File: src/rtl/fft_pkg.sv
// Shared types and helpers for the FFT sequencer: state encoding, latency and
// per-stage counter offsets, and a bit-reverse for output indexing.
package fft_pkg;

  typedef enum logic [1:0] {
    IDLE  = 2'd0,
    RUN   = 2'd1,
    FLUSH = 2'd2
  } seq_state_t;

  localparam int MAX_L = 12;

  function automatic int calc_lat(input int n, input int sl);
    return n - 1 + $clog2(n) * sl;
  endfunction

  function automatic int calc_off(input int s, input int n, input int sl);
    return s * sl + n - (n >> s);
  endfunction

  // Reverse the low l bits of x: full-width reverse, then drop the unused top.
  function automatic logic [MAX_L-1:0] bitrev(input logic [MAX_L-1:0] x, input int l);
    logic [MAX_L-1:0] r;
    for (int i = 0; i < MAX_L; i++) r[i] = x[MAX_L-1-i];
    return r >> (MAX_L - l);
  endfunction

endpackage

File: src/rtl/fft_frame_fifo.sv
// One status bit per in-flight frame slot (1 = good frame). The newest entry
// can be cleared in place when its frame aborts after it was pushed.
module fft_frame_fifo #(
  parameter int DEPTH = 3
) (
  input  logic clk,
  input  logic rst,
  input  logic clr,
  input  logic push,
  input  logic din,
  input  logic pop,
  input  logic mark_bad,
  output logic dout,
  output logic empty
);

  localparam int AW = (DEPTH > 1) ? $clog2(DEPTH) : 1;
  localparam int CW = $clog2(DEPTH + 1);

  logic [DEPTH-1:0] mem;
  logic [AW-1:0]    wr_ptr, rd_ptr, last_ptr;
  logic [CW-1:0]    cnt;
  logic             full, do_push, do_pop;

  function automatic logic [AW-1:0] inc(input logic [AW-1:0] p);
    return (p == AW'(DEPTH - 1)) ? '0 : p + 1'b1;
  endfunction

  assign full     = (cnt == CW'(DEPTH));
  assign empty    = (cnt == '0);
  assign do_pop   = pop & ~empty;
  assign do_push  = push & (~full | pop);
  assign last_ptr = (wr_ptr == '0) ? AW'(DEPTH - 1) : wr_ptr - 1'b1;
  assign dout     = mem[rd_ptr];

  always_ff @(posedge clk or posedge rst) begin
    if (rst) begin
      mem    <= '0;
      wr_ptr <= '0;
      rd_ptr <= '0;
      cnt    <= '0;
    end else if (clr) begin
      wr_ptr <= '0;
      rd_ptr <= '0;
      cnt    <= '0;
    end else begin
      if (mark_bad && !empty) mem[last_ptr] <= 1'b0;
      if (do_push) begin
        mem[wr_ptr] <= din;
        wr_ptr      <= inc(wr_ptr);
      end
      if (do_pop) rd_ptr <= inc(rd_ptr);
      cnt <= cnt + CW'(do_push) - CW'(do_pop);
    end
  end

  a_no_overflow: assert property (@(posedge clk) disable iff (rst) !(push && full && !pop));

endmodule

File: src/rtl/fft_sequencer.sv
// Control sequencer for a pipelined radix-2 FFT: drives stage enables, per-stage
// ctrl/twiddle addresses and output qualifiers. FFT_SEQ_BITREV_EN selects natural-order out_idx.
module fft_sequencer
  import fft_pkg::*;
#(
  parameter  int FFT_N     = 1024,
  parameter  int STAGE_LAT = 2,
  localparam int L         = $clog2(FFT_N)
) (
  input  logic           clk,
  input  logic           rst,
  input  logic           in_valid,
  input  logic           in_sof,
  output logic           en,
  output logic           pad_zero,
  output logic [L-1:0]   stage_ctrl,
  output logic [L*L-1:0] stage_addr,
  output logic           out_valid,
  output logic           out_sof,
  output logic           out_eof,
  output logic [L-1:0]   out_idx,
  output logic           err,
  output logic           busy
);

  localparam int LAT   = calc_lat(FFT_N, STAGE_LAT);
  localparam int DEPTH = (LAT + FFT_N - 1) / FFT_N + 1;
  localparam int LW    = $clog2(LAT + 1);

  seq_state_t     state, state_n;
  logic [L-1:0]   g, o;
  logic [LW-1:0]  fcnt, lead;
  logic           out_on, bad_cur;
  logic           start, wrap, abort, push, pop, clr, head, fifo_empty;
  logic [L-1:0]   ctrl_d;
  logic [L*L-1:0] addr_d;

  assign start = in_valid & in_sof;
  assign wrap  = (g == '0);
  assign busy  = (state != IDLE);
  assign abort = (state == RUN) & ~wrap & (~in_valid | in_sof) & ~bad_cur;
  assign err   = abort;

  always_ff @(posedge clk or posedge rst) begin
    if (rst) state <= IDLE;
    else     state <= state_n;
  end

  always_comb begin
    state_n = state;
    case (state)
      IDLE:    if (start) state_n = RUN;
      RUN:     if (wrap && !start) state_n = FLUSH;
      FLUSH:   if (wrap && start) state_n = RUN;
               else if (fcnt == LW'(LAT - 1)) state_n = IDLE;
      default: state_n = IDLE;
    endcase
  end

  // The accepting cycle in IDLE/FLUSH already carries sample 0 into the pipe.
  always_comb begin
    en       = 1'b0;
    pad_zero = 1'b1;
    case (state)
      IDLE:    begin en = start; pad_zero = ~start; end
      RUN:     begin en = 1'b1;  pad_zero = wrap ? ~start : (~in_valid | in_sof | bad_cur); end
      FLUSH:   begin en = 1'b1;  pad_zero = ~(wrap & start); end
      default: begin en = 1'b0;  pad_zero = 1'b1; end
    endcase
  end

  always_ff @(posedge clk or posedge rst) begin
    if (rst) begin
      g       <= '0;
      fcnt    <= '0;
      bad_cur <= 1'b0;
      lead    <= '0;
      out_on  <= 1'b0;
      o       <= '0;
    end else begin
      g       <= (state_n == IDLE) ? '0 : g + 1'b1;
      fcnt    <= (state_n != FLUSH) ? '0 : (state == FLUSH) ? fcnt + 1'b1 : LW'(1);
      if (push && start) bad_cur <= 1'b0;
      else if (abort)    bad_cur <= 1'b1;
      // Output slots line up LAT cycles after the first accepted sample of a busy period.
      if (state_n == IDLE) begin
        lead   <= '0;
        out_on <= 1'b0;
        o      <= '0;
      end else begin
        if (!out_on) lead <= lead + 1'b1;
        if (!out_on && lead == LW'(LAT - 1)) out_on <= 1'b1;
        if (out_on) o <= o + 1'b1;
      end
    end
  end

  // Every slot boundary pushes a status; empty slots count as bad frames.
  assign push = wrap & (busy | start);
  assign pop  = out_on & (o == '1);
  assign clr  = (state_n == IDLE);

  fft_frame_fifo #(.DEPTH(DEPTH)) u_fifo (
    .clk      (clk),
    .rst      (rst),
    .clr      (clr),
    .push     (push),
    .din      (start),
    .pop      (pop),
    .mark_bad (abort),
    .dout     (head),
    .empty    (fifo_empty)
  );

  assign out_valid = out_on & ~fifo_empty & head;
  assign out_sof   = out_valid & (o == '0);
  assign out_eof   = out_valid & (o == '1);

`ifdef FFT_SEQ_BITREV_EN
  assign out_idx = L'(bitrev(MAX_L'(o), L));
`else
  assign out_idx = o;
`endif

  for (genvar s = 0; s < L; s++) begin : g_stage
    localparam logic [L-1:0] OFF  = L'(calc_off(s, FFT_N, STAGE_LAT) % FFT_N);
    localparam logic [L-1:0] MASK = L'((1 << (L - 1 - s)) - 1);
    logic [L-1:0] c;
    assign c                 = g - OFF;
    assign ctrl_d[s]         = c[L-1-s];
    assign addr_d[s*L +: L]  = c & MASK;
  end

  always_ff @(posedge clk or posedge rst) begin
    if (rst) begin
      stage_ctrl <= '0;
      stage_addr <= '0;
    end else begin
      stage_ctrl <= ctrl_d;
      stage_addr <= addr_d;
    end
  end

endmodule
File: config.mk
export PLATFORM = sky130hd
export DESIGN_NAME = fft_sequencer
export DESIGN_NICKNAME = d
export VERILOG_FILES = /design/src/rtl/fft_pkg.sv /design/src/rtl/fft_frame_fifo.sv /design/src/rtl/fft_sequencer.sv
export SDC_FILE = /design/constraint.sdc
export NUM_CORES = 1
export LEC_CHECK = 0
export CAP_MARGIN = 20
export CORE_ASPECT_RATIO = 1.1
export CORE_MARGIN = 3
export CORE_UTILIZATION = 50
export CTS_CLUSTER_SIZE = 14
export DETAILED_ROUTE_END_ITERATION = 6
export PLACE_DENSITY = 0.82
export SLEW_MARGIN = 20
export SYNTH_ARGS = -nofsm -noshare
export SYNTH_HDL_FRONTEND = slang
export SYNTH_SLANG_ARGS = --single-unit
File: constraint.sdc
create_clock -name clk -period 9.11 [get_ports clk]
set_clock_uncertainty 0.1 [all_clocks]
set_input_delay 1.822 -clock clk [delete_from_list [all_inputs] [get_ports clk]]
set_output_delay 1.822 -clock clk [all_outputs]
set_load 0.05 [all_outputs]
======== Yosys cells after proc, flatten, opt, wreduce, memory -nomap -nowiden ========
Cells that the tools add are included.
storage, ports and cells
  bits in registers ....................... 110
  input port bits ......................... 4
  output and inout bits ................... 127
cells by class
  $add $sub $neg .......................... 18
  $lt $le $gt $ge ......................... 5
  eq/ne operators ......................... 10
  multiplexer cells ....................... 37
  bitwise gates (word level) .............. 26
  reduce and logical (&&, ||, !) cells .... 23
operators with widths
  operator                                                              count
  11-bit 2-to-1 mux                                                     4
  10-bit 2-to-1 mux                                                     3
  2-bit 2-to-1 mux                                                      12
  11-bit by 1-bit adder with 11-bit output, second input constant       2
  11-bit == test, second input constant                                 2
  10-bit by 1-bit adder with 10-bit output, second input constant       2
  10-bit zero test                                                      2
  1-bit bitwise AND                                                     13
  2-bit nonzero test                                                    6
  10-bit == test, second input constant                                 1
  2-bit by 3-bit < comparator with 1-bit output, second input constant  3
  3-bit 2-to-1 mux                                                      3
  9-bit by 2-bit subtractor with 9-bit output, second input constant    1
  2-bit == test, second input constant                                  4
  2-bit zero test                                                       4
  1-bit 2-to-1 mux                                                      8
  8-bit by 3-bit subtractor with 8-bit output, second input constant    1
  1-bit logical AND                                                     7
  1-bit inverter                                                        7
  7-bit by 3-bit subtractor with 7-bit output, second input constant    1
  2-bit one-hot mux with 3 select lines                                 1
  6-bit by 4-bit subtractor with 6-bit output, second input constant    1
  5-bit by 4-bit subtractor with 5-bit output, second input constant    1
  2-bit by 1-bit adder with 2-bit output, second input constant         2
  other kinds (20)                                                      28

======== Logic depth before layout (Yosys ltp) ========
  word-level depth ........................ 12
  mapped depth ............................ 11
  gate-level depth less buffers ........... 10

======== Hierarchy ========
Synthesis repeated with hierarchy kept, for this count alone.
second synthesis, totals
  cell total of the unflattened synthesis .. 499
  area, all modules ....................... 5181.2 µm²
by module, submodules not included
  module          times used  cells an instance  area an instance (µm²)
  fft_sequencer   1           434                4570.6
  fft_frame_fifo  1           65                 610.6

======== Least setup slack after synthesis ========
Ideal clock, no wire load.
  path kind ............................... input-to-output
  start ................................... in in_sof
  end ..................................... out err
  arrival time ............................ 3.178 ns
  setup slack ............................. 4.010 ns
  stages .................................. 3
  cells stage by stage .................... clkbuf_1 > nor2b_1 > nor3_1
on the way
  cells in the longest elaborated chain, start to end .. 3
RTL lines
  what                             RTL line             source
  start, declared                  fft_sequencer.sv:13  input logic in_sof,
  1-bit OR                         fft_sequencer.sv:41  assign abort = (state == RUN) & ~wrap & (~in_valid | in_sof) & ~bad_cur;
  1-bit bitwise AND (2 in series)  fft_sequencer.sv:41
  end, declared                    fft_sequencer.sv:22  output logic err,
No other way between the ends.

======== Final worst setup path ========
  start ................................... in in_sof
  end ..................................... out pad_zero
on the way
  cells in the longest elaborated chain, start to end .. 4
RTL lines
  what                                                       RTL line                                  source
  1-bit OR / 1-bit bitwise AND (equally long branches)       fft_sequencer.sv:66, fft_sequencer.sv:38
  1-bit OR, or another cell as far along                     fft_sequencer.sv:66                       RUN: begin en = 1'b1; pad_zero = wrap ? ~start : (~in_valid | in_sof | bad_cur); end
  1-bit 2-to-1 mux / 1-bit inverter (equally long branches)  fft_sequencer.sv:66, fft_sequencer.sv:67
  1-bit one-hot mux with 3 select lines (*)                  fft_sequencer.sv:64                       case (state)
  end, declared                                              fft_sequencer.sv:15                       output logic pad_zero,
Mark *: on every way between the ends. The rest lies on a longest branch, timed or not.

==> results <==
- The count of state elements after synthesis is 90.
- The final critical path takes up 62.9% of the cycle.
- Dividing total power by cell area gives a power density of approximately 300 nW/µm².
- Entering global routing, the biggest net connects 91 pins.
- The TritonCTS clock tree is yes.
- Setup repair after global routing left no endpoint under its margin.
- The slowest cell on the critical path is sky130_fd_sc_hd__clkdlybuf4s50_1.
- The average instance in the mapped netlist occupies 10.2 µm².
- For this design the static power due to leakage is ~2.5 nW.
- Registers are responsible for 30.6% of the overall power.
- The first-pass GRT wire length is 14600 µm.
- The worst-case headroom to the max-slew limit is 48.5%.
- The worst setup slack after placement is 3.38 ns.
- The setup TNS is 0 ns.
- The final period demand of the worst path is 5.73 ns.
- Global routing used 16.5% of the available tracks across all layers.
- Yosys printed 0 warnings.
- The number of synthesized flops with an enable pin is 0.
- The clock input transition at the sequential cells of the worst setup and hold paths is ~0.09 ns.
- Once the clock tree was built, the setup fixing pass inserted 0 buffers.
- The count of final max-slew check failures was 0.
- The number of hold violations in the final report is 0.
- STA classifies the critical path endpoint as an output pin.
- The number of vias after detailed routing is 3288.
- The library cell used most frequently in the layout, excluding fill and tap cells, is sky130_fd_sc_hd__dfrtp_1.
- The number of non-filler instances in the completed layout is 665.
- The number of violations of the max-capacitance limit is 0.
- The buffering stage count on the worst path with inverters included is 2.
- The die height is roughly 110 µm.
- The overall overflow remaining after global route is 0.
- The worst setup path is of the in -> out kind.
- The post-detailed-routing wire length is around 9000 µm.
- VDD sags by at most between 0.15 and 0.2 mV.
- The fraction of layout instances using a drive strength above 1 is 5.29%.
- The count of standard-cell rows is 37.
- The initial antenna violation count came to 0.
- The synthesized design devotes to its leading area cell type 45.6% of total area.
- The setup slack after layout is 3.38 ns.
- The flow ran to the end, and the final reports show no timing, DRC or antenna violations.
- The estimated wirelength of the detail-placed design is between 6000 and 7000 µm.
- Of all flip-flops after synthesis, the portion carrying an async set or reset was 100%.
- In this run the worst hold path is classified as reg -> reg.
- After synthesis, the cell types taking the most area are sky130_fd_sc_hd__dfrtp_1 (46%), sky130_fd_sc_hd__buf_4 (12%), sky130_fd_sc_hd__ha_1 (7.1%), sky130_fd_sc_hd__xnor2_1 (5.0%), sky130_fd_sc_hd__xor2_1 (4.4%).
- Post-CTS repair changed the size of 0 cells.
- The die is 101 µm wide.
- For the worst setup path, the data required time is 7.19 ns.
- The cell with the most instances on the worst path is sky130_fd_sc_hd__clkdlybuf4s50_1.
- The die footprint is 11100 µm².
- The combinational share of power is 53.1%.
- The remaining antenna violation count after routing is 0.
- The transition time at the pin with the least slew margin is 0.773 ns.
- The post-synthesis cell type with the largest combined area is sky130_fd_sc_hd__dfrtp_1.
- Setup violations remaining at the end of the flow were counted as 0.
- After detailed routing, the number of remaining DRC violations is 0.
- Counting distinct cell types in the post-synthesis netlist gives 52.
- The post-synthesis cell area is 4930 µm².
- The completed layout was analyzed and its total power is ~1.7 mW.
- Of all nets on the critical path, the largest fanout is 9.
- The family of cells with the greatest summed delay on the critical path is buffers and inverters.
- The final routed wire length divided by cell count is 13.2 µm.
- The H-tree was split into 3 levels.
- The clock latency on the worst-skew pair is 0.36 ns.
- After detailed routing, the number of vias per cell comes to 4.94.
- The proportion of synthesized chip area in sequential cells is 45.6%.
- The delay of the slowest cell on the worst path is 0.79 ns.
- In this run the deepest clock path goes through 2 buffers.
- Of the total power, the share spent switching nets is 48.1%.
- In this run, CTS created clock tree buffers numbering 9.
- The internal portion of the total power is 0.865 mW.
- The number of placed I/O pins is between 100 and 150.
- The count of antenna diodes in the layout is 0.
- The quantity of hold-fixing buffers added after cts is 0.
- The initial utilization of the core area, before any placement, comes to 52.0%.
- Walking the worst path, the cells encountered are clkdlybuf4s50_1 -> nor2_1 -> mux2_2 -> nand2_1 -> a221o_1 -> clkdlybuf4s50_1.
- The clock network is responsible for between 15 and 20% of the overall power.
- Counting every instance in the synthesized netlist gives 486.
- The via count of the first global-routing pass was 3258.
- The core outline area is 9490 µm².
- For this run, the post-layout net count is 575.
- The routability congestion estimate is just under 0.9.
- Leaving out fill and tap cells, the most frequent cells in the layout are sky130_fd_sc_hd__dfrtp_1 (90), sky130_fd_sc_hd__clkdlybuf4s50_1 (75), sky130_fd_sc_hd__nor2_1 (56), sky130_fd_sc_hd__conb_1 (55), sky130_fd_sc_hd__nand2_1 (30).
- The count of buffers added on input and output ports is 75.
- The analysis attributes to net switching a power of roughly 0.8 mW.
- Clock tree synthesis found a total of 90 sinks.
- Including well taps, the total number of placed cells is 649.
- The number of iterations in the first detailed-routing pass is 4.
- After the first detailed-routing iteration, the DRC count stood at roughly 190.
- For this run, the top clock speed supported by timing is 0.175 GHz.
- The data arrival time of the critical path is 3.81 ns.
- The library cell used as clock root buffer is sky130_fd_sc_hd__clkbuf_8.
- The synthesis-to-finish area growth is 14.2%.
- The sort of element at the start of the critical path is an input pin.
- For this run, the leading register cell type out of synthesis is sky130_fd_sc_hd__dfrtp_1.
## final timing paths
check | startpoint | to | slack, ns | cells past startpoint
min in group asynchronous | rst | stage_addr[52] | 1.88 | 3
max | in_sof | pad_zero | 3.38 | 6
min reg2reg | g[9] | stage_ctrl[0] | 0.33 | 0
min | g[9] | stage_ctrl[0] | 0.33 | 0
max reg2reg | g[3] | g[2] | 5.73 | 9
max in group asynchronous | rst | lead[4] | 6.49 | 3
## area by class of cell
class	count	area (µm²)
Inverter	27	103
Clock inverter	6	71.3
Timing Repair Buffer	78	777
Clock buffer	10	128
Fill cell	792	3850
Sequential cell	90	2250
Tap cell	117	146
Multi-Input combinational cell	337	2160
## metrics by stage
stage / hold slack [ns] / util [%] / instance area, µm²
4_1_cts: 0.330 / 59.4 / 5630
5_1_grt: 0.337 / 59.4 / 5640
3_3_place_gp: 0.308 / 57.3 / 5430
2_1_floorplan: 0.249 / - / 5140
6_report: 0.325 / 59.4 / 5640
3_5_place_dp: 0.309 / 57.3 / 5430
## flip-flops by register name (all words and copies together) (netlist names)
name	count
u_fifo.mem	3
u_fifo.wr_ptr	2
stage_ctrl	9
bad_cur	1
stage_addr	26
out_on	1
g	10
u_fifo.cnt	2
state	2
lead	11
u_fifo.rd_ptr	2
fcnt	11
out_idx	10
## cell usage after synthesis (2+ instances only)
library cell and count:
sky130_fd_sc_hd__nand3b_1 2, sky130_fd_sc_hd__nor3_2 2, sky130_fd_sc_hd__buf_6 2, sky130_fd_sc_hd__buf_2 3, sky130_fd_sc_hd__nand2_1 30, sky130_fd_sc_hd__nor4bb_1 2
sky130_fd_sc_hd__nor2b_1 5, sky130_fd_sc_hd__a21o_1 2, sky130_fd_sc_hd__inv_1 26, sky130_fd_sc_hd__nand2b_1 2, sky130_fd_sc_hd__nor4b_1 3, sky130_fd_sc_hd__or2_2 2
sky130_fd_sc_hd__a32o_1 3, sky130_fd_sc_hd__o22ai_1 3, sky130_fd_sc_hd__o21ai_0 6, sky130_fd_sc_hd__buf_4 77, sky130_fd_sc_hd__and4_1 3, sky130_fd_sc_hd__and2_1 5
sky130_fd_sc_hd__nor3_1 9, sky130_fd_sc_hd__a21oi_1 12, sky130_fd_sc_hd__nand3_1 11, sky130_fd_sc_hd__nor2_1 56, sky130_fd_sc_hd__a221o_1 2, sky130_fd_sc_hd__xnor2_1 28
sky130_fd_sc_hd__clkbuf_1 3, sky130_fd_sc_hd__nand4_1 9, sky130_fd_sc_hd__and3_1 4, sky130_fd_sc_hd__o31ai_1 3, sky130_fd_sc_hd__mux2i_1 4, sky130_fd_sc_hd__xor2_1 25
sky130_fd_sc_hd__dfrtp_1 90, sky130_fd_sc_hd__ha_1 28, sky130_fd_sc_hd__a21boi_0 2, sky130_fd_sc_hd__a31oi_1 4
## routing by layer
layer	vias to the layer above	GRT usage [%]	share of wire, %
li1	1579	-	-
met1	1591	19.7	42
met2	111	28.4	51
met3	7	4.91	6.3
met4	0	5.58	0.67
met5	-	0	0
## power by group through the flow
stage / Sequential, mW / Clock, mW / Combinational (mW)
after floorplan: 0.639 / 0 / 0.598
after global placement: 0.516 / 0 / 0.882
after detailed placement: 0.520 / 0 / 0.888
after CTS: 0.512 / 0.281 / 0.892
after global routing: 0.521 / 0.296 / 0.949
final: 0.510 / 0.272 / 0.887
## cells by family after synthesis
| group | share of synthesized area, % |
|---|---|
| AND/OR/NAND/NOR | 15.2 |
| other | 0.0760 |
| XOR/XNOR | 9.41 |
| adder cells (fa/ha/maj) | 7.10 |
| AO/OA/AOI/OAI | 6.72 |
| buffers and inverters | 14.8 |
| multiplexers | 1.04 |
| flip-flops | 45.6 |
No activity file was read; power rests on OpenSTA's default activity.
==> variant (config.mk and constraints unchanged) <==
Encoding of `seq_state_t`: now one-hot (3 bits for 3 states).
--- a/src/rtl/fft_pkg.sv
+++ b/src/rtl/fft_pkg.sv
@@ -2,10 +2,10 @@
 // per-stage counter offsets, and a bit-reverse for output indexing.
 package fft_pkg;
 
-  typedef enum logic [1:0] {
-    IDLE  = 2'd0,
-    RUN   = 2'd1,
-    FLUSH = 2'd2
+  typedef enum logic [2:0] {
+    IDLE  = 3'b001,
+    RUN   = 3'b010,
+    FLUSH = 3'b100
   } seq_state_t;
 
   localparam int MAX_L = 12;
Behaviour: same outputs for any inputs over 10 cycles, from zero or initial values and one cycle with rst high; not proved beyond that.
==> variant against the unedited design <==
  * Worst hold slack is essentially flat
  * Global-route usage is essentially flat
  * Via count shrank 2.4%
  * Non-clock buffer count shrank 1
  * Synthesized area down 1.6%
  * Final area shrank 1.4%
  * Setup slack improved by 0.14 ns
  * Wire length shrank 2.0%
  * Register-to-register slack improved by 0.18 ns
  * Synthesized cell count shrank 2.1%
  * Sequential cell count is 1 higher
  * Largest cell class unchanged
  * Highest routed layer unchanged
Power is not compared: it rests on default switching activity, and its combinational part moved more than twofold at a synthesized area within 25%.
==> variant: results (changes against the unedited design) <==
Run status
  • Outcome: finished clean

Drt
  • First-pass DRT Iterations: 4 (unchanged)
  • DR iter-0 viols: 130 (-31%)
  • WL met2: 4450 microns (-1.6%)
  • Metal1 wirelength: 3470 microns (-5.1%)
  • Detailed-route via count: 3209 (-2.4%)
  • Met3 routed WL: 498 microns (-10%)
  • Detailed Route WL: 8620 microns (-2.0%)

Cells and area
  • Fraction of layout cells with a size suffix above 1: 0.0484 (-0.00450)
  • Nonclk buf count: 77 (-1.3%)
  • Synth-to-layout area growth: 14.5%
  • Clock-cell share: 0.0390 (+0.00366)
  • Comb_multi_in: 329 (-2.4%)
  • Invs w/o clock: 24 (-11%)
  • Clkbuf count: 11 (+1)
  • Fill cells: 809 (+2.1%)
  • N_diodes: 0 (unchanged)
  • Area of the multi-input gates: 2050 sq um (-4.9%)
  • Data buffer area share: 0.138 (+0.000636)
  • Final instance area: 5560 sq um (-1.4%)
  • Sequential fraction of total cell area: 0.410 (+0.0105)
  • Nets@finish: 560 (-2.6%)

Clock tree
  • Post-CTS resize count: 0 (unchanged)
  • Post-CTS Setup Bufs: 0 (unchanged)
  • H-tree level count: 3 (unchanged)

Power and ir drop
  • Worst IR Drop VDD: 0.0802 mV
  • Sw Pwr: 0.301 mW

Synthesis
  • Mux contribution to synthesized area: 0.00851 (-0.00189)
  • Netlist cell types: 56 (+7.7%)
  • Adder-Cell Fraction of Synth Area: 0.0619 (-0.00914)
  • YS warnings: 0 (unchanged)
  • Post-Synth XOR/XNOR Area: 0.0938 (-0.000253)
  • Most common library cells after synthesis: dfrtp_1, buf_4, nor2_1, nand2_1, xnor2_1
  • Seq/Total Area, Yosys: 0.469 (+0.0129)
  • Async S/R FF share, synth: 1.00 (unchanged)
  • Compound-Gate Fraction of Synth Area: 0.0503 (-0.0169)
  • Synth area leaders: dfrtp_1, buf_4, ha_1
  • Post-synthesis register bit count: 91 (+1.1%)

GRT
  • First-pass GRT wire length: 14200 microns (-2.7%)
  • Met1 GRT Util: 0.198 (+0.000960)
  • Largest net degree at the start of global routing: 92 (+1.1%)
  • Total GRT Usage: 0.165 (about the same)
  • Met2 Use GR: 0.286 (+0.00283)
  • M3 GR Usage: 0.0209 (-0.0281)
  • Vias in the first global route: 2993 (-8.1%)
  • Most used routing layer: met2

Placement
  • Place WS: 3.53 ns (+0.142 ns)
  • Placed cell area: 5340 sq um (-1.8%)
  • Detailed placement HPWL: 6240 microns (-2.4%)
  • Placer Congestion: 0.855 (-2.6%)

Worst setup path
  • Worst-path maximum fanout: 7 (-2)
  • CP Data Arrival Time: 3.67 ns (-0.14 ns)

Timing
  • Slew Limit Headroom: 0.487 (+0.00236)
## variant: through the flow
stage / std cells / utilization / power [mW] / hold WS [ns]
2_1_floorplan: 530 / - / 0.614 / 0.249
3_3_place_gp: 638 / 0.568 / 0.622 / 0.311
3_5_place_dp: 638 / 0.568 / 0.625 / 0.309
4_1_cts: 654 / 0.591 / 0.924 / 0.328
5_1_grt: 654 / 0.591 / 0.953 / 0.331
6_report: 654 / 0.591 / 0.915 / 0.326
## variant: power by group through the flow
stage | logic (mW) | clock network (mW) | registers (mW)
final | 0.193 | 0.298 | 0.424
after global placement | 0.190 | 0 | 0.431
after detailed placement | 0.193 | 0 | 0.432
after CTS | 0.193 | 0.306 | 0.424
after floorplan | 0.170 | 0 | 0.445
after global routing | 0.205 | 0.322 | 0.426
## variant: critical path, stage by stage
cell	delay, ns
clkdlybuf4s50_1	0.58
and2_1	0.23
nand2_1	0.10
o21ai_0	0.11
clkdlybuf4s50_1	0.83
## variant: worst paths after layout
| check | from | endpoint | slack, ns | cells after the start |
|---|---|---|---|---|
| min in group asynchronous | rst | stage_ctrl[2] | 1.89 | 3 |
| hold reg to reg | g[9] | stage_ctrl[0] | 0.33 | 0 |
| hold / removal | g[9] | stage_ctrl[0] | 0.33 | 0 |
| max in group asynchronous | rst | out_idx[9] | 6.51 | 3 |
| setup reg to reg | g[3] | u_fifo.cnt[1] | 5.91 | 10 |
| setup / recovery | in_sof | en | 3.52 | 5 |
## variant: cell families after synthesis
| family | after synthesis |
|---|---|
| mux | 4 |
| xor+xnor | 52 |
| fa+ha+maj | 24 |
| compound gates | 34 |
| other cells | 1 |
| flops | 91 |
| buf+inv | 110 |
| simple gates | 160 |
